==> src/rtl/mips_fetch_unit.sv <==
// MIPS instruction fetch unit: in-order request/response fetch into a small
// instruction queue with redirect support. Optional bypass: MIPS_FETCH_BYPASS_EN.
module mips_fetch_unit #(
    parameter logic [31:0] RESET_PC = 32'h00000000,
    parameter int          QDEPTH   = 4
) (
    input  logic        clk,
    input  logic        reset,
    output logic        imem_req_valid,
    input  logic        imem_req_ready,
    output logic [31:0] imem_req_addr,
    input  logic        imem_resp_valid,
    input  logic [31:0] imem_resp_data,
    input  logic        redirect_valid,
    input  logic [31:0] redirect_pc,
    output logic        inst_valid,
    input  logic        inst_ready,
    output logic [31:0] inst_data,
    output logic [31:0] inst_pc
);
    localparam int AW = (QDEPTH > 1) ? $clog2(QDEPTH) : 1;
    localparam int CW = AW + 1;
    localparam logic [CW:0] QD = (CW+1)'(QDEPTH);

    logic [31:0]   fetch_pc_q, fetch_pc_d;
    logic [31:0]   resp_pc_q, resp_pc_d;
    logic [CW-1:0] count_q, count_d;
    logic [CW-1:0] outst_q, outst_d;
    logic [CW-1:0] drop_q, drop_d;
    logic [AW-1:0] head_q, head_d;
    logic [AW-1:0] tail_q, tail_d;
    logic [31:0]   qdata_q [QDEPTH];
    logic [31:0]   qpc_q   [QDEPTH];

    logic [CW:0] occ;
    logic        req_fire, resp_take, resp_live, q_valid, push, pop, byp;

    always_comb begin
        occ            = {1'b0, count_q} + {1'b0, outst_q};
        imem_req_valid = !reset && !redirect_valid && (occ < QD);
        imem_req_addr  = fetch_pc_q;
        req_fire       = imem_req_valid && imem_req_ready;
        resp_take      = !reset && imem_resp_valid;
        resp_live      = resp_take && (drop_q == '0) && !redirect_valid;
        q_valid        = (count_q != '0);
        pop            = !reset && q_valid && inst_ready && !redirect_valid;
`ifdef MIPS_FETCH_BYPASS_EN
        // Empty queue: hand the response straight to decode; only queue it if decode stalls.
        byp            = resp_live && !q_valid;
        push           = resp_live && !(byp && inst_ready);
        inst_valid     = !reset && (q_valid || byp);
        inst_data      = byp ? imem_resp_data : qdata_q[head_q];
        inst_pc        = byp ? resp_pc_q : qpc_q[head_q];
`else
        byp            = 1'b0;
        push           = resp_live;
        inst_valid     = !reset && q_valid;
        inst_data      = qdata_q[head_q];
        inst_pc        = qpc_q[head_q];
`endif
    end

    always_comb begin
        fetch_pc_d = req_fire ? fetch_pc_q + 32'd4 : fetch_pc_q;
        resp_pc_d  = resp_live ? resp_pc_q + 32'd4 : resp_pc_q;
        outst_d    = outst_q + CW'(req_fire) - CW'(resp_take);
        drop_d     = (resp_take && drop_q != '0) ? drop_q - 1'b1 : drop_q;
        count_d    = count_q + CW'(push) - CW'(pop);
        head_d     = pop  ? head_q + 1'b1 : head_q;
        tail_d     = push ? tail_q + 1'b1 : tail_q;
        if (redirect_valid) begin
            // Everything still in flight belongs to the old path and must be dropped.
            fetch_pc_d = redirect_pc & ~32'h3;
            resp_pc_d  = redirect_pc & ~32'h3;
            drop_d     = outst_q - CW'(resp_take);
            count_d    = '0;
            head_d     = '0;
            tail_d     = '0;
        end
    end

    always_ff @(posedge clk) begin
        if (reset) begin
            fetch_pc_q <= RESET_PC & ~32'h3;
            resp_pc_q  <= RESET_PC & ~32'h3;
            count_q    <= '0;
            outst_q    <= '0;
            drop_q     <= '0;
            head_q     <= '0;
            tail_q     <= '0;
        end else begin
            fetch_pc_q <= fetch_pc_d;
            resp_pc_q  <= resp_pc_d;
            count_q    <= count_d;
            outst_q    <= outst_d;
            drop_q     <= drop_d;
            head_q     <= head_d;
            tail_q     <= tail_d;
        end
    end

    always_ff @(posedge clk) begin
        if (push) begin
            qdata_q[tail_q] <= imem_resp_data;
            qpc_q[tail_q]   <= resp_pc_q;
        end
    end
endmodule

==> config.mk <==
export PLATFORM = sky130hd
export DESIGN_NAME = mips_fetch_unit
export DESIGN_NICKNAME = d
export VERILOG_FILES = /design/src/rtl/mips_fetch_unit.sv
export SDC_FILE = /design/constraint.sdc
export NUM_CORES = 1
export LEC_CHECK = 0
export ABC_AREA = 1
export CELL_PAD_IN_SITES_DETAIL_PLACEMENT = 0
export CELL_PAD_IN_SITES_GLOBAL_PLACEMENT = 1
export CORE_ASPECT_RATIO = 0.5
export CORE_MARGIN = 2
export CORE_UTILIZATION = 37
export DETAILED_ROUTE_END_ITERATION = 7
export DONT_BUFFER_PORTS = 1
export PLACE_DENSITY_LB_ADDON = 0.1
export SLEW_MARGIN = 20
export SYNTH_ARGS = -nofsm -noshare
export SYNTH_HDL_FRONTEND = slang
export SYNTH_SLANG_ARGS = --single-unit
export TNS_END_PERCENT = 30
==> constraint.sdc <==
create_clock -name clk -period 12.5 [get_ports clk]
set_clock_uncertainty 0.1 [all_clocks]
set_input_delay 1.875 -clock clk [delete_from_list [all_inputs] [get_ports clk]]
set_output_delay 1.875 -clock clk [all_outputs]
set_load 0.005 [all_outputs]
## Word level (Yosys, flattened, before mapping)

Memory sizes are Yosys's and may differ from the RTL's. A register that Yosys moved wholly into a read port is not among the register bits.
Cells that the tools add are included.

| operators by class | value |
|---|---|
| $add $sub $neg | 11 |
| $lt $le $gt $ge | 1 |
| mux-type cells | 12 |
| reduce and logical (&&, ||, !) cells | 19 |

Operators with widths:

| operator | count |
|---|---|
| 2-to-1 mux 32 bit | 4 |
| adder 32 x 3 -> 32 bit, second input constant | 2 |
| logical AND 1 bit | 10 |
| subtractor 3 x 1 -> 3 bit | 3 |
| 2-to-1 mux 2 bit | 4 |
| adder 3 x 1 -> 3 bit | 2 |
| 2-to-1 mux 3 bit | 2 |
| nonzero test 2 bit | 3 |
| nonzero test 3 bit | 2 |
| adder 2 x 1 -> 2 bit, second input constant | 2 |
| adder 3 x 3 -> 4 bit | 1 |
| < comparator 4 x 3 -> 1 bit, second input constant | 1 |
| zero test 3 bit | 1 |
| subtractor 3 x 1 -> 3 bit, second input constant | 1 |
| zero test 1 bit | 2 |
| 2-to-1 mux 1 bit | 2 |
| OR reduction 2 bit | 1 |

| word-level totals | value |
|---|---|
| flip-flop bits (word level) | 77 |
| memory bits (writable) | 256 |
| output and inout bits | 98 |
| memories | 2 |

Memory list:

| name | words | bits a word | rd ports | clocked after Yosys merged registers in | write ports | line | text |
|---|---|---|---|---|---|---|---|
| qdata_q | 4 | 32 | 1 | 1 | 1 | 32 | `logic [31:0] qdata_q [QDEPTH];` |
| qpc_q | 4 | 32 | 1 | 1 | 1 | 33 | `logic [31:0] qpc_q [QDEPTH];` |

## Logic depth before layout (Yosys ltp)

Gate-level depths: netlist (run 1).

| depth | value |
|---|---|
| word-level depth | 6 |
| depth in mapped cells | 12 |

## Worst setup path before layout (run 1)

OpenSTA, ideal clock, no wires.

| timing path | value |
|---|---|
| kind | input to register |
| start point | in reset |
| end point | mem qdata_q[0][0], enable pin |
| setup time | 0.482 ns |
| data arrival time | 5.139 ns |
| required time | 11.918 ns |
| path slack | 6.779 ns |
| stages | 6 |
| path buffers | 1 |
| cell sequence | buf_6 nor2_4 nand3_4 nor2_4 inv_2 nor2_1 |

| between the ends | value |
|---|---|
| longest elaborated chain between the ends | 6 |

RTL lines:

| item | line | text |
|---|---|---|
| from (decl) | 8 | `input logic reset,` |
| zero test 1 bit | 43 | `resp_take = !reset && imem_resp_valid;` |
| logical AND 1 bit | 43 |  |
| logical AND 1 bit (2 in a row) | 44 | `resp_live = resp_take && (drop_q == '0) && !redirect_valid;` |
| 2-to-1 mux 1 bit | 103 | `if (push) begin` |
| 2-to-1 mux 1 bit (not written as such) | 104 | `qdata_q[tail_q] <= imem_resp_data;` |
| to (decl) | 32 |  |

No other way between the ends.

==> impl_metrics.json, run 1 <==
{
  "status": "finished clean",
  "dr.pass1.iters": 5,
  "ys_ff_latch": 323,
  "power_leakage_uw": 0.00535,
  "syn_area_mm2": 0.0140,
  "grt_setup_unrepaired": "no",
  "crit_chain": "clkinv_2, buf_4, o21ai_0, o22ai_1",
  "seq_area_frac_synth_pct": 63.7,
  "gp_congestion": 0.840,
  "layout_min_cycle_time_ns": 4.81,
  "grt_max_degree": 85,
  "core_mm2": 0.0374,
  "portBuffers": 0,
  "synth_fa_ha_area_share_pct": 1.71,
  "cts_buffer_depth": 3,
  "dieArea_mm2": 0.0396,
  "cap_violations": 0,
  "cp_data_arrival_time_ns": 2.84,
  "relSlewSlack_pct": 32.8,
  "critPathMaxStageDelay_ns": 0.61,
  "ctsHtreeMaxLevel": 1,
  "dpl.cell_count": 1840,
  "worstSkewPairLatency_ns": 0.58,
  "ys_warn_count": 0,
  "synth_compound_area_share_pct": 11.5,
  "worstPathMaxFanout": 84,
  "synth_mux_area_share_pct": 0,
  "vdd_drop_max_mv": 0.118,
  "grt_antenna_before_repair": 0,
  "fin_crit_sh_pct": 38.5,
  "maxSlewViolCount": 0,
  "antenna_cells": 0,
  "critPathTopFamily": "buffers and inverters",
  "worst_pin_slew_ns": 1.01,
  "timing.hold.worst.class": "reg2reg",
  "final_cells": 1894,
  "chipWidth_um": 280,
  "cts-resized-gates": 0,
  "final_layout_size_suffix_gt1_share_pct": 5.57,
  "cts.sinks": 323,
  "layout.nets": 1466,
  "synthCells": 1400,
  "drc_errors": 0,
  "drtIter0Drc": 590,
  "yosysUniqueCellTypes": 42,
  "dp_hpwl_um": 22700,
  "crit_type": "reg2out",
  "cts_tree": "done",
  "worstPathBufferInverterCount": 2,
  "powerDensity_mw_per_mm2": 143,
  "ios": 168,
  "cts_hold_buf": 0,
  "rows": 50,
  "regArea_mm2": 0.00895,
  "clock.fmax_mhz": 208,
  "cp_slowest_cell": "dfxtp_4",
  "cp.required_ns": 10.52,
  "multiInputGateArea_mm2": 0.00447,
  "nFillCells": 3579,
  "cts_root_buffer": "clkbuf_16",
  "start_kind": "flop",
  "synth_simple_gate_area_share_pct": 17.1,
  "viasPerCell": 5.14,
  "wl_um": 37300,
  "synth_top_family_by_area": "simple AND/OR/NAND/NOR gates",
  "postCtsSetupRepairBufs": 0,
  "synthXorXnorAreaFrac_pct": 1.12,
  "clk_pin_slew_ns": 0.06,
  "grt_usage_pct": 18.8,
  "die_h_um": 142,
  "fin_setup_tns_ns": 0,
  "grt_pass1_wl_um": 56800,
  "cts_inserted_buffers": 30,
  "crit_path_end_kind": "output port",
  "antenna_left": 0,
  "syn_avg_cell_area_um2": 10.0,
  "grt_overflow_total": 0,
  "setup_viol": 0,
  "vias": 9743,
  "start_util_pct": 37.5,
  "hold_viol_final": 0,
  "wl_per_cell_um": 19.7,
  "syn_to_final_growth_pct": 9.81,
  "grt_pass1_vias": 9620
}
path summary, 6_finish.rpt:
path                            startpoint             to  slack [ns]  cells past startpoint
worst min-delay path             head_q[1]           flop        0.36                      2
worst min register to register   head_q[1]           flop        0.36                      2
worst max register to register   drop_q[0]   qpc_q[2][24]        9.54                      7
worst max-delay path                  flop  inst_data[19]        7.69                      4
metrics by stage:
step           hold slack, ns  utilization, %  cell area (um^2)  worst slack (ns)  total power [uW]
6_report                0.360            41.2             15400              7.69              2210
5_1_grt                 0.410            41.2             15400              7.39              2300
4_1_cts                 0.367            41.2             15400              7.59              2240
3_5_place_dp            0.357            38.7             14500              7.95              1330
3_3_place_gp            0.351            38.7             14500              7.97              1330
2_1_floorplan           0.336               -             14100              6.78              1300
sequential cells by signal, summed over array words and instances (netlist names), named ones only:
| register | flops |
|---|---|
| qdata_q | 128 |
| qpc_q | 120 |
| imem_req_addr | 30 |
| resp_pc_q | 30 |
| count_q | 3 |
| drop_q | 3 |
| outst_q | 3 |
| head_q | 2 |
| tail_q | 2 |
cells in the final DEF, fill, tap and decap left out, drive strengths merged, types with 3 or more instances in the layout:
master / Yosys / routed
edfxtp: 248 / 248
nor2: 241 / 241
nand2: 235 / 235
o21ai: 165 / 165
inv: 95 / 94
dfxtp: 75 / 75
nand3: 73 / 73
o22ai: 63 / 63
a21oi: 51 / 51
clkbuf: 41 / 36
ha: 16 / 16
xor2: 14 / 14
clkinv: 1 / 14
a31oi: 13 / 13
buf: 25 / 9
nand3b: 7 / 7
nand4: 7 / 7
or2: 6 / 6
o211ai: 4 / 4
xnor2: 4 / 4
conb: 1 / 4
nor3: 3 / 3
and2: 3 / 3
bufinv: 0 / 3
clkinvlp: 0 / 3
worst register-to-register path, cell delays in order, from the launching register on:
cell and delay, ns:
dfxtp_1 0.31, inv_1 0.09, ha_1 0.22, nand3_4 0.19, nor2_4 0.46, inv_2 0.27
nor2_4 0.12, buf_4 0.75
final cells by class:
type	instances	area share [%]
flip-flops and latches	323	58.0
multi-input cells	918	29.0
repair buffers	9	0.438
clock buffers	36	5.01
inverters	96	2.35
well taps	494	4.01
clock inverters	18	1.19
per-layer routing:
| metal | vias up | track usage (%) | routed length [um] |
|---|---|---|---|
| met5 | - | 0 | 0 |
| met4 | 0 | 3.72 | 610 |
| met3 | 42 | 3.92 | 1830 |
| met2 | 190 | 32.8 | 18000 |
| met1 | 4714 | 24.3 | 16900 |
| li1 | 4797 | - | - |
cells in the mapped netlist, drive strengths merged:
cell    instances  share of area [%]
o22ai          63                2.8
and3            1              0.045
fa              2               0.29
nor3            3               0.11
o21bai          2               0.11
inv            95                2.5
xor2           14               0.87
clkbuf         41                1.1
nand3          73                2.7
or2             6               0.27
nand3b          7               0.37
a31oi          13               0.58
a21oi          51                1.8
conb            1              0.027
xnor2           4               0.25
nor2          241                6.7
o21ai         165                5.9
buf            25                1.1
nand2         235                6.4
dfxtp          75                 11
ha             16                1.4
nand4           7               0.31
and2            3               0.13
edfxtp        248                 53
nor3b           1              0.053
clkinv          1              0.036
nor4            1              0.045
a21boi          1              0.053
o211ai          4               0.21
a31o            1              0.062
cells by family (layout without fill, tap and decap cells):
group	after synthesis	count (layout)
DFF	323	323
xor gates and xnor gates	18	18
buffers and inverters	162	159
AOI/OAI and AO/OA	300	300
adders and majority gates	18	18
other	1	4
and+or+nand+nor	578	578
power by group:
group          switching, uW  leakage, uW  internal [uW]
clock network            404     0.000458            503
registers               32.0      0.00288           1180
logic                   61.8      0.00201           30.6
(Power assumes the default switching activity.)
==> inputs of run 2 (changes only) <==
Clock period 12.5 ns to 4.5 ns, I/O delays scaled along.
==> impl_metrics.json, run 2 (same netlist as run 1, synthesis figures left out) <==
{
  "largest_reg_flops": 128,
  "syn_to_final_growth_pct": 10.4,
  "wl_met3_um": 2130,
  "worst_pin_slew_ns": 1.03,
  "die_h_um": 142,
  "worstSkewPairLatency_ns": 0.59,
  "portBuffers": 0,
  "cap_violations": 0,
  "cts_inserted_buffers": 31,
  "gp_congestion": 0.799,
  "crit_chain": "clkinv_2, buf_12, o21ai_0, o22ai_1",
  "cts_tree": "done",
  "mostFrequentLayoutCells": "248 x edfxtp_1, 232 x nand2_1, 229 x nor2_1",
  "grt_usage_pct": 18.9,
  "antenna_left": 0,
  "cts.sinks": 323,
  "maxSlewViolCount": 0,
  "grt_pass1_vias": 9738,
  "grt_pass1_wl_um": 57400,
  "viasPerCell": 5.21,
  "timing.hold.worst.class": "in2reg",
  "vias": 9891,
  "drc_errors": 0,
  "top_regs": "qdata_q (128), qpc_q (120)",
  "cts_root_buffer": "clkbuf_16",
  "critPathMaxStageDelay_ns": 0.82,
  "crit_type": "reg2out",
  "layout_commonest_cell": "edfxtp_1",
  "core_mm2": 0.0374,
  "worstPathMaxFanout": 68,
  "fin_crit_sh_pct": 86.2,
  "chipWidth_um": 280,
  "dieArea_mm2": 0.0396,
  "ios": 168,
  "top_layer_used": "met4",
  "power_leakage_uw": 0.00539,
  "dp_hpwl_um": 23100,
  "antenna_cells": 0,
  "wl_um": 38000,
  "start_util_pct": 37.5,
  "hold_ws_ns": 0.0553,
  "rows": 50,
  "layout_min_cycle_time_ns": 3.88,
  "status": "finished clean",
  "grt_overflow_total": 0,
  "final_layout_size_suffix_gt1_share_pct": 5.84,
  "cp_slowest_cell": "clkinv_2",
  "grt_antenna_before_repair": 0,
  "drtIter0Drc": 653,
  "cts_hold_buf": 0,
  "powerDensity_mw_per_mm2": 398,
  "wl_per_cell_um": 20.0,
  "nFillCells": 3575,
  "grt_setup_unrepaired": "no",
  "ctsHtreeMaxLevel": 1,
  "rrSetupSlack_ns": 1.61,
  "relSlewSlack_pct": 31.1,
  "setup_ws_ns": 0.619,
  "hold_viol_final": 0,
  "cp_data_arrival_time_ns": 3.11,
  "postCtsSetupRepairBufs": 0,
  "clock.fmax_mhz": 258,
  "largest-register": "qdata_q",
  "drt-met1-wl_um": 17000,
  "pre_cts_slack_ns": 1.18,
  "start_kind": "flop",
  "fin_setup_tns_ns": 0,
  "grt_max_degree": 71,
  "cp.required_ns": 3.72,
  "crit_path_end_kind": "output port",
  "cts-resized-gates": 0,
  "clk_pin_slew_ns": 0.07,
  "setup_viol": 0,
  "layout.nets": 1468,
  "dr.pass1.iters": 5,
  "cts_buffer_depth": 3,
  "vdd_drop_max_mv": 0.284,
  "route.met2.wl_um": 18200
}
run 2: critical path, delay by kind of cell, from the launching register on:
family	cells	cell delay (ns)
buffers and inverters	2	1.28
flip-flops	1	0.73
AO/OA/AOI/OAI	2	0.38
run 2: report_power, final:
part / total [uW] / internal [uW] / switching [uW] / leakage, uW
registers: 3370 / 3280 / 91.2 / 0.00288
clock network: 2540 / 1410 / 1130 / 0.000475
logic: 261 / 87.6 / 173 / 0.00203
total: 6170 / 4770 / 1400 / 0.00539
run 2: worst paths after layout:
| check | startpoint | to | cells past startpoint |
|---|---|---|---|
| min reg2reg | head_q[1] | flop | 2 |
| max | flop | inst_pc[31] | 4 |
| min | reset | imem_req_addr[17] | 1 |
| max reg2reg | drop_q[0] | count_q[2] | 11 |
run 2: through the flow:
stage	total power [uW]	area [um^2]	std cells	util (%)
finish	6170	15500	1898	41.5
global route	6410	15500	1898	41.5
CTS	6250	15500	1898	41.5
detailed placement	3700	14500	1841	38.9
global placement	3690	14500	1841	38.9
floorplan	3610	14100	1403	-
run 2: layout make-up:
| class | instances | area [um^2] | area share, % |
|---|---|---|---|
| flip-flops and latches | 323 | 8950 | 57.7 |
| clock buffers | 43 | 831 | 5.36 |
| multi-input cells | 918 | 4470 | 28.8 |
| repair buffers | 10 | 138 | 0.888 |
| inverters | 96 | 363 | 2.34 |
| well taps | 494 | 618 | 3.99 |
| clock inverters | 14 | 139 | 0.896 |
run 2: per-layer routing:
metal  up-vias  track usage (%)
met5         -                0
met4         0             3.83
met3        44             4.03
met2       222             32.7
met1      4810             24.7
li1       4815                -
